===== src/rtl/huff_pkg.sv =====
// Shared types and sizing for the Huffman codebook generator.
package huff_pkg;

  localparam int unsigned HUFF_MAX_SYMS = 8;
  localparam int unsigned HUFF_FREQ_W   = 8;
  localparam int unsigned HUFF_NODES    = 2 * HUFF_MAX_SYMS - 1;
  localparam int unsigned WGT_W         = HUFF_FREQ_W + $clog2(HUFF_MAX_SYMS);
  localparam int unsigned IDX_W         = $clog2(2 * HUFF_MAX_SYMS - 1);

  typedef enum logic [2:0] {
    S_LOAD,
    S_BUILD,
    S_DEPTH,
    S_ASSIGN,
    S_EMIT
  } state_t;

  typedef struct packed {
    logic [WGT_W-1:0] weight;
    logic [IDX_W-1:0] parent;
    logic             active;
    logic             is_leaf;
  } node_t;

endpackage


===== src/rtl/huff_codebook_gen_min2.sv =====
// Combinational search for the two lightest active nodes (lower index wins ties).
module huff_min2
  import huff_pkg::*;
#(
  parameter int unsigned P_NODES = HUFF_NODES,
  parameter int unsigned P_WGT_W = WGT_W,
  parameter int unsigned P_IDX_W = IDX_W
)(
  input  logic [P_NODES-1:0]              i_active,
  input  logic [P_NODES-1:0][P_WGT_W-1:0] i_wgt,
  output logic [P_IDX_W-1:0]              o_min0_c,
  output logic [P_IDX_W-1:0]              o_min1_c
);

  logic               w_found0;
  logic               w_found1;
  logic [P_WGT_W-1:0] w_best0;
  logic [P_WGT_W-1:0] w_best1;

  // Two linear scans; the strict compare keeps the first (lowest) index on equal weights.
  always_comb begin
    w_found0 = 1'b0;
    w_best0  = '0;
    o_min0_c = '0;
    w_found1 = 1'b0;
    w_best1  = '0;
    o_min1_c = '0;
    for (int i = 0; i < int'(P_NODES); i++) begin
      if (i_active[i] && (!w_found0 || (i_wgt[i] < w_best0))) begin
        w_found0 = 1'b1;
        w_best0  = i_wgt[i];
        o_min0_c = P_IDX_W'(i);
      end
    end
    for (int i = 0; i < int'(P_NODES); i++) begin
      if (i_active[i] && (P_IDX_W'(i) != o_min0_c) &&
          (!w_found1 || (i_wgt[i] < w_best1))) begin
        w_found1 = 1'b1;
        w_best1  = i_wgt[i];
        o_min1_c = P_IDX_W'(i);
      end
    end
  end

endmodule


===== src/rtl/huff_codebook_gen.sv =====
// Huffman codebook generator: load (symbol, freq), build tree, depth walk,
// canonical code assignment, then stream (symbol, code, length) in load order.
module huff_codebook_gen
  import huff_pkg::*;
#(
  parameter int unsigned MAX_SYMS = HUFF_MAX_SYMS,
  parameter int unsigned SYM_W    = 8,
  parameter int unsigned FREQ_W   = HUFF_FREQ_W,
  parameter int unsigned CODE_W   = MAX_SYMS - 1,
  parameter int unsigned LEN_W    = $clog2(MAX_SYMS)
)(
  input  logic              clk,
  input  logic              reset,
  input  logic              in_valid,
  output logic              in_ready,
  input  logic [SYM_W-1:0]  in_sym,
  input  logic [FREQ_W-1:0] in_freq,
  input  logic              in_last,
  output logic              out_valid,
  input  logic              out_ready,
  output logic [SYM_W-1:0]  out_sym,
  output logic [CODE_W-1:0] out_code,
  output logic [LEN_W-1:0]  out_len,
  output logic              out_last,
  output logic              busy,
  output logic              done,
  output logic              err_overflow,
  output logic              err_empty
);

  localparam int unsigned N_NODES = 2 * MAX_SYMS - 1;
  localparam int unsigned SLOT_W  = $clog2(MAX_SYMS);
  localparam int unsigned C_W     = CODE_W + 1;

  state_t              r_state;
  node_t               r_node  [N_NODES];
  logic [LEN_W-1:0]    r_depth [N_NODES];
  logic [SYM_W-1:0]    r_sym   [MAX_SYMS];
  logic [CODE_W-1:0]   r_code  [MAX_SYMS];
  logic [IDX_W-1:0]    r_n;
  logic [IDX_W-1:0]    r_k;
  logic [IDX_W-1:0]    r_idx;
  logic [LEN_W-1:0]    r_len_l;
  logic [SLOT_W-1:0]   r_j;
  logic [C_W-1:0]      r_c;
  logic [SLOT_W-1:0]   r_e;
  logic                r_in_ready;
  logic                r_busy;
  logic                r_out_valid;
  logic                r_out_last;
  logic [SYM_W-1:0]    r_out_sym;
  logic [CODE_W-1:0]   r_out_code;
  logic [LEN_W-1:0]    r_out_len;
  logic                r_done;
  logic                r_err_ovf;
  logic                r_err_empty;

  logic [N_NODES-1:0]            w_active;
  logic [N_NODES-1:0][WGT_W-1:0] w_wgt;
  logic [IDX_W-1:0]              w_min0;
  logic [IDX_W-1:0]              w_min1;
  logic                          w_store;
  logic [IDX_W-1:0]              w_n_next;
  logic [IDX_W-1:0]              w_new;
  logic [IDX_W-1:0]              w_root;
  logic                          w_hit;
  logic [C_W-1:0]                w_c_inc;
  logic [SLOT_W-1:0]             w_e_next;

  // Flatten the node table for the minimum search.
  always_comb begin
    for (int i = 0; i < int'(N_NODES); i++) begin
      w_active[i] = r_node[i].active;
      w_wgt[i]    = r_node[i].weight;
    end
  end

  huff_min2 #(
    .P_NODES (N_NODES),
    .P_WGT_W (WGT_W),
    .P_IDX_W (IDX_W)
  ) u_min2 (
    .i_active (w_active),
    .i_wgt    (w_wgt),
    .o_min0_c (w_min0),
    .o_min1_c (w_min1)
  );

  assign w_store  = (in_freq != '0) && (r_n != IDX_W'(MAX_SYMS));
  assign w_n_next = w_store ? (r_n + IDX_W'(1)) : r_n;
  assign w_new    = r_n + r_k;
  assign w_root   = (r_n << 1) - IDX_W'(2);
  assign w_hit    = r_node[IDX_W'(r_j)].is_leaf && (r_depth[IDX_W'(r_j)] == r_len_l);
  assign w_c_inc  = r_c + C_W'(w_hit);
  assign w_e_next = r_e + SLOT_W'(1);

  // Control FSM with the node table, code table and registered outputs.
  always_ff @(posedge clk) begin
    if (!reset) begin
      r_state     <= S_LOAD;
      r_n         <= '0;
      r_k         <= '0;
      r_idx       <= '0;
      r_len_l     <= '0;
      r_j         <= '0;
      r_c         <= '0;
      r_e         <= '0;
      r_in_ready  <= 1'b1;
      r_busy      <= 1'b0;
      r_out_valid <= 1'b0;
      r_out_last  <= 1'b0;
      r_out_sym   <= '0;
      r_out_code  <= '0;
      r_out_len   <= '0;
      r_done      <= 1'b0;
      r_err_ovf   <= 1'b0;
      r_err_empty <= 1'b0;
      for (int i = 0; i < int'(N_NODES); i++) begin
        r_node[i]  <= '0;
        r_depth[i] <= '0;
      end
      for (int j = 0; j < int'(MAX_SYMS); j++) begin
        r_sym[j]  <= '0;
        r_code[j] <= '0;
      end
    end else begin
      r_done <= 1'b0;
      unique case (r_state)
        S_LOAD: begin
          if (in_valid && r_in_ready) begin
            if (in_freq != '0 && !w_store) begin
              r_err_ovf <= 1'b1;
            end
            if (w_store) begin
              r_node[r_n]            <= '{weight: WGT_W'(in_freq), parent: '0,
                                          active: 1'b1, is_leaf: 1'b1};
              r_sym[SLOT_W'(r_n)]    <= in_sym;
              r_n                    <= w_n_next;
            end
            if (in_last) begin
              if (w_n_next >= IDX_W'(2)) begin
                r_state    <= S_BUILD;
                r_k        <= '0;
                r_in_ready <= 1'b0;
                r_busy     <= 1'b1;
              end else if (w_n_next == IDX_W'(1)) begin
                // A lone symbol still needs a one-bit code.
                r_state    <= S_ASSIGN;
                r_depth[0] <= LEN_W'(1);
                r_len_l    <= LEN_W'(1);
                r_j        <= '0;
                r_c        <= '0;
                r_in_ready <= 1'b0;
                r_busy     <= 1'b1;
              end else begin
                r_err_empty <= 1'b1;
                r_done      <= 1'b1;
              end
            end
          end
        end
        S_BUILD: begin
          r_node[w_min0].active <= 1'b0;
          r_node[w_min0].parent <= w_new;
          r_node[w_min1].active <= 1'b0;
          r_node[w_min1].parent <= w_new;
          r_node[w_new]         <= '{weight: w_wgt[w_min0] + w_wgt[w_min1], parent: '0,
                                     active: 1'b1, is_leaf: 1'b0};
          r_k <= r_k + IDX_W'(1);
          if (r_k == r_n - IDX_W'(2)) begin
            r_state <= S_DEPTH;
            r_idx   <= w_new;
          end
        end
        S_DEPTH: begin
          // Parents always sit above children, so a top-down walk sees them first.
          if (r_idx == w_root) begin
            r_depth[r_idx] <= '0;
          end else begin
            r_depth[r_idx] <= r_depth[r_node[r_idx].parent] + LEN_W'(1);
          end
          r_idx <= r_idx - IDX_W'(1);
          if (r_idx == '0) begin
            r_state <= S_ASSIGN;
            r_len_l <= LEN_W'(1);
            r_j     <= '0;
            r_c     <= '0;
          end
        end
        S_ASSIGN: begin
          if (w_hit) begin
            r_code[r_j] <= CODE_W'(r_c);
          end
          if (r_j == SLOT_W'(MAX_SYMS - 1)) begin
            r_c     <= w_c_inc << 1;
            r_j     <= '0;
            r_len_l <= r_len_l + LEN_W'(1);
            if (r_len_l == LEN_W'(CODE_W)) begin
              r_state     <= S_EMIT;
              r_e         <= '0;
              r_out_valid <= 1'b1;
              r_out_sym   <= r_sym[0];
              r_out_code  <= r_code[0];
              r_out_len   <= r_depth[0];
              r_out_last  <= (r_n == IDX_W'(1));
            end
          end else begin
            r_c <= w_c_inc;
            r_j <= r_j + SLOT_W'(1);
          end
        end
        S_EMIT: begin
          if (out_ready) begin
            if (r_out_last) begin
              r_state     <= S_LOAD;
              r_out_valid <= 1'b0;
              r_out_last  <= 1'b0;
              r_done      <= 1'b1;
              r_n         <= '0;
              r_in_ready  <= 1'b1;
              r_busy      <= 1'b0;
              for (int i = 0; i < int'(N_NODES); i++) begin
                r_node[i] <= '0;
              end
            end else begin
              r_e        <= w_e_next;
              r_out_sym  <= r_sym[w_e_next];
              r_out_code <= r_code[w_e_next];
              r_out_len  <= r_depth[IDX_W'(w_e_next)];
              r_out_last <= (IDX_W'(w_e_next) == r_n - IDX_W'(1));
            end
          end
        end
        default: r_state <= S_LOAD;
      endcase
    end
  end

  assign in_ready     = r_in_ready;
  assign busy         = r_busy;
  assign out_valid    = r_out_valid;
  assign out_last     = r_out_last;
  assign out_sym      = r_out_sym;
  assign out_code     = r_out_code;
  assign out_len      = r_out_len;
  assign done         = r_done;
  assign err_overflow = r_err_ovf;
  assign err_empty    = r_err_empty;

endmodule


===== config.mk =====
export PLATFORM = sky130hd
export DESIGN_NAME = huff_codebook_gen
export DESIGN_NICKNAME = d
export VERILOG_FILES = /design/src/rtl/huff_pkg.sv /design/src/rtl/huff_codebook_gen_min2.sv /design/src/rtl/huff_codebook_gen.sv
export SDC_FILE = /design/constraint.sdc
export NUM_CORES = 2
export LEC_CHECK = 0
export CORE_MARGIN = 8
export CORE_UTILIZATION = 35
export DETAILED_ROUTE_END_ITERATION = 12
export GPL_ROUTABILITY_DRIVEN = 0
export MAX_ROUTING_LAYER = met4
export SYNTH_ARGS = -nofsm -noshare
export SYNTH_HDL_FRONTEND = slang
export SYNTH_SLANG_ARGS = --single-unit
export TNS_END_PERCENT = 30

===== constraint.sdc =====
create_clock -name clk -period 162.8 [get_ports clk]
set_clock_uncertainty 0.2 [all_clocks]
set_input_delay 40.7 -clock clk [delete_from_list [all_inputs] [get_ports clk]]
set_output_delay 40.7 -clock clk [all_outputs]
set_load 0.03 [all_outputs]

==> results.py <==
metrics = {
    "grt": {
        "first_global_vias": 33506,
        "grt_max_degree": 59,
        "antenna_found_initial": 1,
        "grt_overflow_total": 0,
        "grt_pass1_wl_um": 216000,
        "grt_usage_pct": 23.4,
    },
    "logic_synthesis": {
        "ys_types": 133,
        "async_reset_ff_share_pct": 0,
        "ys.flop_type": "edfxtp_1",
        "ys_seq_elements": 483,
        "ys_seq_area_share_pct": 33.8,
        "syn-num-nets": 4693,
        "synth_area_per_cell_um2": 8.80,
        "synth_edf_count": 333,
        "synthCells": 4370,
        "yosysWarnings": 0,
        "synth_area_um2": 38500,
    },
    "timing": {
        "setup_viol": 0,
        "max_freq_mhz": 12.7,
        "post-route-period-util_pct": 48.4,
        "maxSlewViolCount": 0,
        "fin_setup_tns_ns": 0,
        "fin_crit_ns": 78.81,
        "worst_pin_slew_ns": 1.29,
        "slew_headroom_pct": 13.5,
        "hold_viol": 0,
        "rsz0062_at_grt": "no",
    },
    "worst_setup_path": {
        "r2r-end": "r_node[1][16]",
        "critical_path_buf_inv_count": 30,
        "cp.arrival_ns": 79.08,
        "crit_slowest_cell": "nor3_2",
        "worstPathMaxFanout": 25,
        "crit_end": "r_node[1][16]",
        "critPathCaptureType": "flip-flop",
        "reg2reg_depth": 334,
        "worstSetupPathType": "reg2reg",
        "rrSetupSlack_ns": 83.99,
        "cp_num_cells": 334,
        "crit_path_frequent_cell": "o21ai_0",
        "cp-start-kind": "flip-flop",
        "critPathRequiredTime_ns": 163.06,
        "critical-path-max-stage-delay_ns": 0.97,
        "path_delay_family": "compound AO/OA/AOI/OAI gates",
        "r2r_start": "r_node[0][1]",
        "cp-startpoint": "r_node[0][1]",
    },
    "worst_hold_path": {
        "hold_class": "reg2reg",
        "min_from": "r_node[1][0]",
        "hold-path-cell-count": 2,
    },
    "place": {
        "place_inst": 5639,
        "io_buffers": 45,
        "hpwl_um": 110000,
    },
    "final_layout": {
        "fill_cells": 10788,
        "drive_gt1_share_pct": 10.5,
        "syn_to_final_growth_pct": 9.32,
        "nets": 4603,
        "mostFrequentLayoutCells": "nand2_1 (488), nor2_1 (381), edfxtp_1 (333)",
        "fin_cells": 5739,
        "final_core_util_pct": 38.6,
        "final_common_cell": "nand2_1",
    },
    "die": {
        "die_w_um": 347,
        "row_count": 121,
        "core_area_um2": 109000,
        "io_pins": 46,
        "start_util_pct": 35.3,
        "dieArea_um2": 121000,
        "die_h_um": 347,
    },
    "power_and_ir_drop": {
        "leakage_nw": 15.8,
        "pwr-share-comb_pct": 60.4,
        "p_clk_share_pct": 18.1,
        "power_uw": 715,
        "ir_drop_mv": 0.0243,
        "p_sw_share_pct": 52.0,
        "p_sw_uw": 372,
        "p_int_uw": 343,
        "power_frac_seq_pct": 21.4,
        "powerDensity_nw_per_um2": 17.0,
    },
    "drt": {
        "antenna_left": 0,
        "dr.pass1.iters": 9,
        "vias": 35870,
        "dr.first_iter.drc_count": 4645,
        "wire_per_inst_um": 25.3,
        "drt-vias-per-instance": 6.25,
        "drc": 0,
        "routed_wl_um": 145000,
    },
    "clock_tree": {
        "cts_buffers": 53,
        "root_buffer": "clkbuf_16",
        "clk_latency_ns": 0.63,
        "clk_pin_slew_ns": 0.06,
        "cts_hold_buffers": 0,
        "cts.sinks": 483,
        "max-clock-path-buffers": 3,
        "post-cts-setup-buffer-count": 0,
        "cts_tree": "done",
        "cts-htree-levels": 2,
        "cts_resized": 0,
    },
    "job": {
        "maxCapViolations": 0,
    },
    "status": {
        "status": "finished clean",
    },
}
-- power by group through the flow --
stage / combinational [mW] / sequential (mW) / clock [mW]
after global routing: 0.450 / 0.154 / 0.135
after global placement: 0.407 / 0.155 / 0
after CTS: 0.410 / 0.153 / 0.131
after detailed placement: 0.408 / 0.155 / 0
final: 0.432 / 0.153 / 0.130
after floorplan: 0.258 / 0.147 / 0
-- flip-flops by register name, summed over array words and instances, names as in the netlist, named ones only --
signal,flops
r_node,252
r_sym,64
r_code,56
r_depth,48
out_sym,8
out_code,7
r_c,7
r_idx,4
r_k,4
r_n,4
out_len,3
r_e,3
r_j,3
r_len_l,3
r_state,3
busy,1
done,1
err_empty,1
err_overflow,1
in_ready,1
out_last,1
out_valid,1
-- how the worst min path moves through the flow --
stage | slack, ns | to
final | 0.25 | r_node[1][0]
after global routing | 0.28 | r_node[15][5]
after CTS | 0.25 | r_node[1][0]
after detailed placement | 0.24 | r_node[1][0]
after global placement | 0.23 | r_node[2][2]
after floorplan | 0.22 | r_node[2][2]
-- cell families (layout without fill, tap and decap cells) --
logic type      after synthesis  count (layout)  synth area share (%)
fa+ha+maj                   302             302                  9.87
flops                       483             483                  33.8
other cells                   0               2                     0
xor+xnor                     34              34                 0.774
mux                         240             240                  9.13
buf+inv                     541             494                  5.70
simple gates               1543            1543                  19.3
compound gates             1227            1227                  21.4
-- tightest hold or removal path: cells and delay by family, from the launching register on --
kind               cells  cell delay [ns]
DFF                    1             0.31
and+or+nand+nor        1             0.05
AOI/OAI and AO/OA      1             0.05
-- Yosys cell counts (47+ instances only) --
| master | instances | share of area (%) |
|---|---|---|
| nand4_1 | 48 | 0.78 |
| and3_1 | 91 | 1.5 |
| and2_1 | 96 | 1.6 |
| a211oi_1 | 63 | 1.2 |
| o21ai_0 | 251 | 3.3 |
| nand2_1 | 488 | 4.8 |
| inv_1 | 285 | 2.8 |
| edfxtp_1 | 333 | 26 |
| mux2i_1 | 64 | 1.7 |
| nor3_1 | 64 | 0.83 |
| nand2b_1 | 47 | 0.76 |
| a31oi_1 | 63 | 1.0 |
| nor2_1 | 383 | 3.7 |
| nor2b_1 | 72 | 1.2 |
| nand3_1 | 121 | 1.6 |
| clkbuf_1 | 190 | 1.9 |
| dfxtp_1 | 150 | 7.8 |
| mux4_2 | 76 | 4.5 |
| ha_1 | 300 | 9.8 |
| o22ai_1 | 184 | 3.0 |
| a21o_1 | 54 | 1.1 |
| mux2_2 | 95 | 2.8 |
| a21oi_1 | 232 | 3.0 |
-- final cells by class --
class                      instances  area (um^2)  area share, %
antenna                            2         5.00         0.0119
sequential                       483        13000           30.9
tap                             1414         1770           4.21
multi-input combinational       3346        23400           55.6
inverter                         287         1080           2.56
clock inverter                    39          510           1.21
clock buffer                      59         1360           3.23
timing repair buffer             109          928           2.21
-- through the flow --
| stage | cell area (um^2) | hold slack (ns) | setup WS (ns) |
|---|---|---|---|
| after floorplan | 38500 | 0.220 | 95.34 |
| after global placement | 40200 | 0.232 | 87.40 |
| after detailed placement | 40200 | 0.244 | 85.85 |
| after CTS | 42000 | 0.251 | 85.50 |
| after global routing | 42000 | 0.277 | 77.21 |
| final | 42000 | 0.255 | 83.99 |
-- routing by layer --
| metal | global-route usage [%] | vias to the layer above | wire length (um) |
|---|---|---|---|
| li1 | - | 16113 | - |
| met1 | 31.4 | 17137 | 60300 |
| met2 | 34.4 | 2154 | 61600 |
| met3 | 4.41 | 466 | 15300 |
| met4 | 10.5 | 0 | 8140 |
| met5 | - | - | 0 |
No activity file was read; power rests on OpenSTA's default activity.
